$ cat config.mk
export PLATFORM = sky130hd
export DESIGN_NAME = tile_board
export DESIGN_NICKNAME = d
export VERILOG_FILES = /design/src/rtl/tile_board.sv
export SDC_FILE = /design/constraint.sdc
export NUM_CORES = 1
export LEC_CHECK = 0
export CAP_MARGIN = 40
export CORE_UTILIZATION = 55
export CTS_CLUSTER_DIAMETER = 80
export DETAILED_ROUTE_END_ITERATION = 8
export GPL_ROUTABILITY_DRIVEN = 0
export HOLD_SLACK_MARGIN = 0.15
export PLACE_DENSITY = 0.82
export SLEW_MARGIN = 0
export SYNTH_ARGS = -nofsm -noshare
export SYNTH_HDL_FRONTEND = slang
export SYNTH_SLANG_ARGS = --single-unit
$ cat constraint.sdc
create_clock -name CLOCK_50 -period 3.9 [get_ports CLOCK_50]
set_input_delay 0.78 -clock CLOCK_50 [delete_from_list [all_inputs] [get_ports CLOCK_50]]
set_output_delay 0.78 -clock CLOCK_50 [all_outputs]
set_load 0.005 [all_outputs]
$ cat src/rtl/tile_board.sv
`default_nettype none
// ============================================================================
// Module      : tile_board
// Description : Ten-tile memory-match game: LFSR-shuffled board, pair judging
//               after a timed reveal, BCD move counter and pair tally.
// Revision    : 1.0 - initial release
// ============================================================================
module tile_board #(
  parameter int unsigned SHOW_CYCLES = 50000000,
  parameter logic [7:0]  LFSR_SEED   = 8'hA5
) (
  input  logic       CLOCK_50,
  input  logic       reset,
  input  logic       start,
  input  logic       select,
  input  logic [9:0] SW,
  output logic [9:0] matched,
  output logic [9:0] revealed,
  output logic [2:0] reveal_val,
  output logic [3:0] moves_ones,
  output logic [3:0] moves_tens,
  output logic [2:0] pairs,
  output logic [3:0] offset,
  output logic       bad_sel,
  output logic       game_over
);

  localparam int unsigned c_TIMER_W = (SHOW_CYCLES > 1) ? $clog2(SHOW_CYCLES) : 1;
  localparam logic [c_TIMER_W-1:0] c_TIMER_LOAD = c_TIMER_W'(SHOW_CYCLES - 1);

  typedef enum logic [2:0] {
    S_IDLE   = 3'd0,
    S_FIRST  = 3'd1,
    S_SECOND = 3'd2,
    S_SHOW   = 3'd3,
    S_DONE   = 3'd4
  } state_t;

  state_t               r_state;
  state_t               w_state_next;
  logic [7:0]           r_lfsr;
  logic [9:0]           r_matched;
  logic [9:0]           r_revealed;
  logic [2:0]           r_reveal_val;
  logic [3:0]           r_moves_ones;
  logic [3:0]           r_moves_tens;
  logic [2:0]           r_pairs;
  logic [3:0]           r_offset;
  logic                 r_bad_sel;
  logic [3:0]           r_idx1;
  logic [3:0]           r_idx2;
  logic [c_TIMER_W-1:0] r_timer;

  logic       w_onehot;
  logic [3:0] w_sel_idx;
  logic       w_sel_ok;
  logic       w_timer_done;
  logic       w_is_pair;
  logic       w_start_game;
  logic       w_take1;
  logic       w_take2;
  logic       w_reject;
  logic       w_judge;
  logic [3:0] w_lfsr_mod;

  // Tiles i and i+offset fold onto 0..9, then adjacent positions share a value.
  function automatic logic [2:0] tile_val(input logic [3:0] idx, input logic [3:0] off);
    logic [4:0] sum;
    sum = 5'(idx) + 5'(off);
    if (sum >= 5'd10) sum = sum - 5'd10;
    return sum[3:1];
  endfunction

  assign w_onehot     = (SW != 10'd0) && ((SW & (SW - 10'd1)) == 10'd0);
  assign w_sel_ok     = w_onehot && ((SW & r_matched) == 10'd0) &&
                        ((r_state != S_SECOND) || (w_sel_idx != r_idx1));
  assign w_timer_done = (r_timer == '0);
  assign w_is_pair    = (tile_val(r_idx1, r_offset) == tile_val(r_idx2, r_offset));
  assign w_lfsr_mod   = 4'(r_lfsr % 8'd10);

  always_comb begin
    w_sel_idx = 4'd0;
    for (int i = 0; i < 10; i++) begin
      if (SW[i]) w_sel_idx = 4'(i);
    end
  end

  always_ff @(posedge CLOCK_50) begin
    if (reset) r_state <= S_IDLE;
    else       r_state <= w_state_next;
  end

  always_comb begin
    w_state_next = r_state;
    w_start_game = 1'b0;
    w_take1      = 1'b0;
    w_take2      = 1'b0;
    w_reject     = 1'b0;
    w_judge      = 1'b0;
    case (r_state)
      S_IDLE, S_DONE: begin
        if (start) begin
          w_start_game = 1'b1;
          w_state_next = S_FIRST;
        end
      end
      S_FIRST: begin
        if (select) begin
          if (w_sel_ok) begin
            w_take1      = 1'b1;
            w_state_next = S_SECOND;
          end else begin
            w_reject = 1'b1;
          end
        end
      end
      S_SECOND: begin
        if (select) begin
          if (w_sel_ok) begin
            w_take2      = 1'b1;
            w_state_next = S_SHOW;
          end else begin
            w_reject = 1'b1;
          end
        end
      end
      S_SHOW: begin
        if (w_timer_done) begin
          w_judge      = 1'b1;
          w_state_next = (w_is_pair && (r_pairs == 3'd4)) ? S_DONE : S_FIRST;
        end
      end
      default: w_state_next = S_IDLE;
    endcase
  end

  always_ff @(posedge CLOCK_50) begin
    if (reset) begin
      r_lfsr       <= LFSR_SEED;
      r_matched    <= '0;
      r_revealed   <= '0;
      r_reveal_val <= '0;
      r_moves_ones <= '0;
      r_moves_tens <= '0;
      r_pairs      <= '0;
      r_offset     <= '0;
      r_bad_sel    <= 1'b0;
      r_idx1       <= '0;
      r_idx2       <= '0;
      r_timer      <= '0;
    end else begin
      r_lfsr    <= {r_lfsr[6:0], r_lfsr[7] ^ r_lfsr[5] ^ r_lfsr[4] ^ r_lfsr[3]};
      r_bad_sel <= w_reject;
      if (w_start_game) begin
        r_offset     <= w_lfsr_mod;
        r_matched    <= '0;
        r_revealed   <= '0;
        r_moves_ones <= '0;
        r_moves_tens <= '0;
        r_pairs      <= '0;
      end
      if (w_take1) begin
        r_idx1       <= w_sel_idx;
        r_revealed   <= SW;
        r_reveal_val <= tile_val(w_sel_idx, r_offset);
      end
      if (w_take2) begin
        r_idx2       <= w_sel_idx;
        r_revealed   <= r_revealed | SW;
        r_reveal_val <= tile_val(w_sel_idx, r_offset);
        r_timer      <= c_TIMER_LOAD;
        // Move counter saturates at 99.
        if (!((r_moves_tens == 4'd9) && (r_moves_ones == 4'd9))) begin
          if (r_moves_ones == 4'd9) begin
            r_moves_ones <= 4'd0;
            r_moves_tens <= r_moves_tens + 4'd1;
          end else begin
            r_moves_ones <= r_moves_ones + 4'd1;
          end
        end
      end else if ((r_state == S_SHOW) && !w_timer_done) begin
        r_timer <= r_timer - 1'b1;
      end
      if (w_judge) begin
        r_revealed <= '0;
        if (w_is_pair) begin
          r_matched <= r_matched | (10'd1 << r_idx1) | (10'd1 << r_idx2);
          r_pairs   <= r_pairs + 3'd1;
        end
      end
    end
  end

  assign matched    = r_matched;
  assign revealed   = r_revealed;
  assign reveal_val = r_reveal_val;
  assign moves_ones = r_moves_ones;
  assign moves_tens = r_moves_tens;
  assign pairs      = r_pairs;
  assign offset     = r_offset;
  assign bad_sel    = r_bad_sel;
  assign game_over  = (r_state == S_DONE);

endmodule
`default_nettype wire

Word-level counts from Yosys, hierarchy flattened
Cells that the tools add are included.
{"block": "totals", "output_inout_bits": 40, "inputBits": 14, "register_bits": 84, "elab_cells": 129}
{"block": "classes", "eq_ne": 16, "n_mux": 50, "div": 1, "n_bitwise": 10, "shifts": 2, "add_sub_neg": 11, "magnitude_cmp": 3, "n_reduce_logical": 22}
{"op": "$mux W4", "count": 19}
{"op": "$mux W10", "count": 6}
{"op": "$mux W26", "count": 2}
{"op": "$mux W3", "count": 12}
{"op": "$or A10 B10 Y10", "count": 3}
{"op": "$logic_not A26 Y1", "count": 1}
{"op": "$sub A26 B1 Y26 const B", "count": 1}
{"op": "$and A10 B10 Y10", "count": 2}
{"op": "$logic_not A10 Y1", "count": 2}
{"op": "$shl A1 B4 Y10 const A", "count": 2}
{"op": "$add A4 B4 Y5", "count": 3}
{"op": "$ge A5 B4 Y1 const B", "count": 3}
{"op": "$ne A2 B2 Y1 const B", "count": 6}
{"op": "$pmux W3 S4", "count": 1}
{"op": "$sub A4 B4 Y4 const B", "count": 3}
{"op": "$mux W1", "count": 10}
{"op": "$reduce_bool A10 Y1", "count": 1}
{"op": "$sub A10 B1 Y10 const B", "count": 1}
{"op": "$add A4 B1 Y4 const B", "count": 2}
{"op": "$eq A4 B4 Y1 const B", "count": 2}
{"op": "$mod A8 B4 Y8 const B", "count": 1}
{"op": "$reduce_or A2 Y1", "count": 4}
{"op": "$eq A3 B2 Y1 const B", "count": 2}
{"op": "$eq A3 B3 Y1 const B", "count": 2}
{"op": "15 further kinds", "count": 24}

Logic depth before layout (Yosys ltp)
Gate-level depths: netlist (run 1).
{"block": "depth", "depth_word": 17, "depth_mapped": 14, "ltp_nobuf": 13}

Worst setup path before layout (run 1)
OpenSTA, ideal clock, no wires.
{"block": "synth_timing", "path_type": "input -> register", "start": "in SW[5]", "end": "reg r_reveal_val[1], in the netlist reveal_val[1]", "arrival_time_ns": 3.425, "slack_ns": 0.401, "required_ns": 3.825, "stages": 14, "setup_time_ns": 0.075, "path_buffers": 1, "path_cell_list": "clkbuf_1 nor2_1 a221oi_1 nor2_1 o21bai_1 ha_1 fa_1 inv_1 ha_1 nand2_1 a21bo_2 mux2_2 a211o_1 o21ai_0"}
{"block": "synth_between", "elab_chain_len": 12, "word_cells_on_any_way": 27, "classes_between": "add/sub (3); order compare (1); eq/ne (1); mux (12); bitwise (2); reduce/logical (8)"}
{"element": "start: declaration", "line": "16", "rtl": "input logic [9:0] SW,"}
{"element": "$mux W4 * (5 in series)", "line": "84", "rtl": "if (SW[i]) w_sel_idx = 4'(i);"}
{"element": "named net w_sel_idx[0]", "line": "55", "rtl": "logic [3:0] w_sel_idx;"}
{"element": "branches (longest 7 deep; another with $add A4 B4 Y5)"}
{"element": "end signal: assignment", "line": "165", "rtl": "r_reveal_val <= tile_val(w_sel_idx, r_offset);"}
{"element": "end signal: assignment", "line": "170", "rtl": "r_reveal_val <= tile_val(w_sel_idx, r_offset);"}
{"element": "end: declaration", "line": "44", "rtl": "logic [2:0] r_reveal_val;"}
Mark *: on every way through the listed nets, which the timed path passes. The select of a mux whose other input is x is not followed.
A chain may end at the register's enable or synchronous reset.

Worst setup path in the final report (run 1)
Ends and elaborated chain as after synthesis.

==> results of run 1 <==
-- routing by layer --
metal | part of all wire | track usage | vias to the layer above
met5 | 0 | 0 | -
met4 | 0.018 | 0.103 | 0
met3 | 0.052 | 0.0520 | 22
met2 | 0.51 | 0.465 | 132
met1 | 0.42 | 0.302 | 2220
li1 | - | - | 2213
-- cell type report --
class / instances / area share
tap: 108 / 0.0230
sequential: 84 / 0.286
clock buffer: 10 / 0.0234
clock inverter: 5 / 0.0145
timing repair buffer: 74 / 0.116
inverter: 20 / 0.0128
multi-input combinational: 443 / 0.524
-- critical path, cell delays in order --
cell,delay [ns]
clkdlybuf4s50_1,0.55
inv_2,0.06
a221oi_1,0.31
buf_4,0.17
nor2_1,0.04
o21bai_2,0.17
ha_1,0.21
fa_1,0.47
inv_1,0.08
ha_1,0.17
nand2_1,0.07
a21bo_2,0.23
mux2_2,0.27
a211o_1,0.25
o21ai_0,0.08
-- placed cells by master, fill, tap and decap left out, drive strengths merged, types with 7 or more instances in the layout --
cell type,count
o211ai,7
o21ai,17
or3,11
xnor2,33
a22o,10
a21oi,40
or2,7
nor2b,16
clkbuf,10
nand2,33
ha,20
xor2,7
mux2i,16
a22oi,10
o31ai,12
nor3,15
nor4,9
nand3,9
dfxtp,84
nand2b,13
clkdlybuf4s50,52
nor2,53
nand3b,7
and3,8
inv,21
buf,22
-- cell families (layout without fill, tap and decap cells) --
kind of cell	Yosys count	after routing
AOI/OAI and AO/OA	148	148
and+or+nand+nor	211	211
muxes	19	19
DFF	84	84
xor gates and xnor gates	42	42
adders and majority gates	23	23
buffers and inverters	44	109
-- where the power goes --
| group | internal [uW] | switching, uW |
|---|---|---|
| Clock | 378 | 320 |
| Sequential | 870 | 23.2 |
| Combinational | 144 | 167 |
| Total | 1390 | 510 |
-- through the flow --
step	total power [uW]	util	hold WS (ns)	worst slack, ns
3_5_place_dp	1210	0.647	0.442	-0.158
2_1_floorplan	1120	-	0.427	0.401
5_1_grt	1980	0.674	0.496	0.0566
3_3_place_gp	1200	0.647	0.437	-0.0723
4_1_cts	1910	0.673	0.461	0.179
6_report	1900	0.674	0.461	0.260
-- worst min-delay path by stage --
stage	startpoint	endpoint	cells past startpoint
after floorplan	r_lfsr[0]	offset[0]	2
after global placement	r_lfsr[0]	offset[0]	2
after detailed placement	r_lfsr[0]	offset[0]	2
after CTS	r_lfsr[0]	offset[0]	2
after global routing	r_lfsr[0]	r_lfsr[1]	1
final	r_lfsr[0]	offset[0]	2
-- repair_timing --
| item | 4_1_cts | 5_1_grt |
|---|---|---|
| hold buffers | 0 | 0 |
| gates resized for setup | 0 | 2 |
| setup endpoints to repair | 0 | 2 |
-- registers in the layout, summed over array words and instances (netlist names), 4 cells and up --
signal and cells:
matched 10, moves_ones 4, r_lfsr 8, r_timer 26, revealed 10, r_idx2 4, r_idx1 4, moves_tens 4
offset 4
==> results.md, run 1 <==
- Run status: complete, no violations
- Fillers: 699
- I/O pins: 54
- Longest Clk Path Bufs: 2
- Asr flop ratio synth: 0
- Post-synthesis adder-cell area fraction: 0.0629
- Ys flop type: dfxtp_1
- Drt via density: 6.17
- Max_cap viols: 0
- Post-synth EDFFs: 0
- Initial Util: 0.566
- Mapped Cells: 571
- Worst reg2reg path depth: 11
- Sequential cell area: 1680 um2
- Largest net degree at the start of global routing: 57
- Critical Path Sink: reveal_val[1]
- Yosys top cell by area: dfxtp_1
- Clock slew at reported path FFs: 0.09 ns
- Reg2reg end: matched[3]
- Dpl hpwl: 8.78 mm
- Setup-failing EPs final: 0
- Synth Area in Simple Gates: 0.230
- Congestion Overflow GR: 0
- Multiplexer share of the synthesized area: 0.0393
- FP Rows: 34
- Top cells by area in the synthesized netlist: dfxtp_1 (34%), xnor2_1 (5.9%), ha_1 (5.1%)
- CTS H-tree depth: 3
- CTS tree: built
- Port bufs: 53
- Layout cells sized above 1: 0.0881
- Initial antenna violation count: 0
- Cell Area, Synth: 4930 um2
- CTS Root Cell: clkbuf_8
- Share of the synthesized area in the top cell type: 0.341
- CP Data Required Time: 4.19 ns
- Worst vdd ir: 0.224 mV
- Critical Path Source: SW[5]
- Area occupied by multi-input gates: 3080 um2
- Die width: 96.7 um
- Layout net count: 669
- Clk_skew: 0.00711 ns
- RSZ-0062 raised after global routing: no
- Fraction of the cycle the final worst path needs: 0.933
- Crit-path max FO: 4
- Die height: 96.7 um
- Crit end category: flop
- Antenna cells: 0
- Placed Area: 5650 um2
- Slew @ Worst Pin: 0.753 ns
- Worst Path Class, Setup: input pin to flop
- Yosys warns: 0
- Post-synth top cells: dfxtp_1 (84), nor2_1 (53), a21oi_1 (40)
- Global-route usage over all layers: 0.260
- Number of global-route vias before repair: 4491
- Cell variety after synth: 73
- Setup TNS: 0 ns
- Layout Cells excl Fill: 744
- Pwr Density: 324 nW/um2
- Main combinational cell family by area after synthesis: simple AND/OR/NAND/NOR gates
- DR pass1 iterations: 5
- Synth Area in XOR/XNOR: 0.0801
- Max Fclk: 275 MHz
- Starting DRT DRC Count: 261
- Die area: 9350 um2
- Clk Latency, worst-skew pair: 0.36 ns
- Sequential area share after synthesis: 0.341
- Reg2reg start: r_idx1[0]
- Final slew viol count: 0
- Min Tclk post-route: 3.64 ns
- Leak pwr: 0.00233 uW
- FF+latch count, synth: 84
- CP arrival: 3.93 ns
- Post-Route WL: 12.1 mm
- Count leader, synth: dfxtp_1
- Core box area: 8720 um2
- ANT nets after route: 0
- Slew HR: 0.493
- Synth Area in Compound Gates: 0.210
- CTS Buf Count: 9
- R2r setup slk: 0.46 ns
- CP Launch Type: input pin
- Vias: 4587
- # DRC: 0
- WL/cell: 16.3 um
- First-pass GRT wire length: 20.2 mm
- Worst hold path class: flop to flop
- Fin. Hold Viols: 0
- Post-Layout Inst Area: 5880 um2
- Syn nets: 608
- Post-CTS setup buffers: 0
- Synth Area per Inst: 8.64 um2
- Clk sinks: 84
- Dpl cells: 729
- Area growth, synth to finish: 19.1%
(Power assumes the default switching activity.)
==> inputs of run 2 (changes only) <==
CORE_ASPECT_RATIO = 0.9   (was default)
==> results.md, run 2 (synthesis gave the netlist of run 1 again) <==
- Run status: complete, no violations
- Hold path start: revealed[9]
- M2 GR Usage: 0.454 (-0.0110)
- M3 GR Usage: 0.0564 (+0.00438)
- Max_cap viols: 0 (unchanged)
- Largest register FFs: 26 (unchanged)
- Crit-path max FO: 11 (+7)
- CTS Hold Bufs: 0 (unchanged)
- Commonest non-fill, non-tap cell in the layout: dfxtp_1
- Clk Latency, worst-skew pair: 0.37 ns (about the same)
- Worst hold path class: flop to flop
- Fillers: 718 (+2.7%)
- Fraction of the cycle the final worst path needs: 0.927 (-0.00607)
- Worst Hold Path Cells: 1 (-1)
- I/O pins: 54 (unchanged)
- Die area: 9360 um2 (about the same)
- Die height: 91.9 um (-5.0%)
- Critical Path Source: r_idx1[0]
- # DRC: 0 (unchanged)
- Hold_ws: 0.485 ns (+0.0242 ns)
- Hold path endpoint: revealed[9]
- Most frequent cells in the layout: dfxtp_1 (84), nor2_1 (53), clkdlybuf4s50_1 (52)
- Leak pwr: 0.00235 uW (+0.92%)
- Crit end category: flop
- CP Launch Type: flop
- Slew @ Worst Pin: 0.677 ns (-0.0767 ns)
- Worst Path Class, Setup: flop to flop
- Max Fclk: 277 MHz (+0.65%)
- Layout Cells excl Fill: 756 (+1.6%)
- Grt peak-use layer: met2
- ANT nets after route: 0 (unchanged)
- Layout net count: 669 (unchanged)
- CP arrival: 3.89 ns (-0.04 ns)
- Largest reg by FF count: r_timer
- CTS Root Cell: clkbuf_8
- Initial antenna violation count: 0 (unchanged)
- FP Rows: 32 (-5.9%)
- Post-CTS setup buffers: 0 (unchanged)
- Congestion Overflow GR: 0 (unchanged)
- Largest net degree at the start of global routing: 39 (-32%)
- Pre-CTS setup slack: -0.0500 ns (+0.108 ns)
- CTS Buf Count: 9 (unchanged)
- Clk_skew: 0.0118 ns (+0.00464 ns)
- Longest Clk Path Bufs: 2 (unchanged)
- Final core occ: 0.684 (+0.0103)
- Antenna cells: 0 (unchanged)
- Dpl cells: 739 (+1.4%)
- CTS resizes: 0 (unchanged)
- Clock slew at reported path FFs: 0.09 ns (about the same)
- Worst reg2reg path depth: 10 (-1)
- Grt met1 use: 0.347 (+0.0452)
- Reg2reg start: r_idx1[0]
- Post-Route WL: 12.2 mm (+0.50%)
- Min Tclk post-route: 3.62 ns (-0.0237 ns)
- Vias: 4572 (-0.33%)
- Final WS setup: 0.284 ns (+0.0237 ns)
- First-pass GRT wire length: 20.5 mm (+1.6%)
- Reg2reg end: matched[1]
- Port bufs: 53 (unchanged)
- Starting DRT DRC Count: 184 (-30%)
- Setup-failing EPs final: 0 (unchanged)
- WL/cell: 16.1 um (-1.1%)
- Pwr Density: 333 nW/um2 (+2.9%)
- CP Data Required Time: 4.18 ns (about the same)
- Sequential cell area: 1680 um2 (unchanged)
- Drt via density: 6.05 (-1.9%)
- Fin. Hold Viols: 0 (unchanged)
- Area occupied by multi-input gates: 3070 um2 (-0.28%)
- Layout cells sized above 1: 0.0863 (-0.00171)
- Core box area: 8650 um2 (-0.83%)
- Worst vdd ir: 0.204 mV (-9.2%)
- Global-route usage over all layers: 0.276 (+0.0166)
- Final slew viol count: 0 (unchanged)
- Initial Util: 0.571 (+0.00475)
- Clk sinks: 84 (unchanged)
- CTS tree: built
- Area growth, synth to finish: 19.9%
- R2r setup slk: 0.28 ns (-0.18 ns)
- Number of global-route vias before repair: 4450 (-0.91%)
- Die width: 102 um (+5.3%)
- Slew HR: 0.547 (+0.0538)
- Dpl hpwl: 8.83 mm (+0.59%)
- RSZ-0062 raised after global routing: no
- CTS H-tree depth: 3 (unchanged)
- DR pass1 iterations: 6 (+1)
==> run 2: cell type report <==
class | count | share of cell area
Clock buffer | 9 | 0.0209
Clock inverter | 7 | 0.0205
Sequential cell | 84 | 0.284
Tap cell | 119 | 0.0252
Inverter | 20 | 0.0127
Timing Repair Buffer | 74 | 0.118
Multi-Input combinational cell | 443 | 0.519
==> run 2: how the worst max path moves through the flow <==
stage / slack (ns) / endpoint
2_1_floorplan: 0.40 / reveal_val[1]
3_3_place_gp: 0.04 / reveal_val[1]
3_5_place_dp: -0.05 / reveal_val[1]
4_1_cts: 0.30 / reveal_val[1]
5_1_grt: 0.06 / matched[4]
6_report: 0.28 / matched[1]
==> run 2: worst max-delay path: stages (launching register included) <==
cell and delay, ns:
dfxtp_1 0.46, ha_1 0.30, fa_1 0.41, xor2_1 0.36, inv_1 0.09, ha_1 0.33, or3_1 0.39, a21o_1 0.17
nand3b_1 0.20, nand3_1 0.43, o31ai_1 0.38
==> run 2: report_power, final <==
| part | internal, uW | leakage [uW] | switching (uW) |
|---|---|---|---|
| logic | 145 | 0.00154 | 167 |
| clock network | 430 | 0.000124 | 336 |
| registers | 870 | 0.000680 | 22.9 |
==> run 2: per-layer routing <==
| layer | part of all wire | vias to the layer above |
|---|---|---|
| met2 | 0.48 | 114 |
| met4 | 0.027 | 0 |
| met1 | 0.45 | 2192 |
| li1 | - | 2233 |
| met3 | 0.042 | 33 |
| met5 | 0 | - |
==> run 2: metrics by stage <==
stage	area [um2]	power (uW)	setup TNS [ns]
finish	5920	1970	0
global route	5920	2060	0
CTS	5910	1980	0
detailed placement	5670	1220	-0.0500
global placement	5670	1200	0
floorplan	4930	1120	0
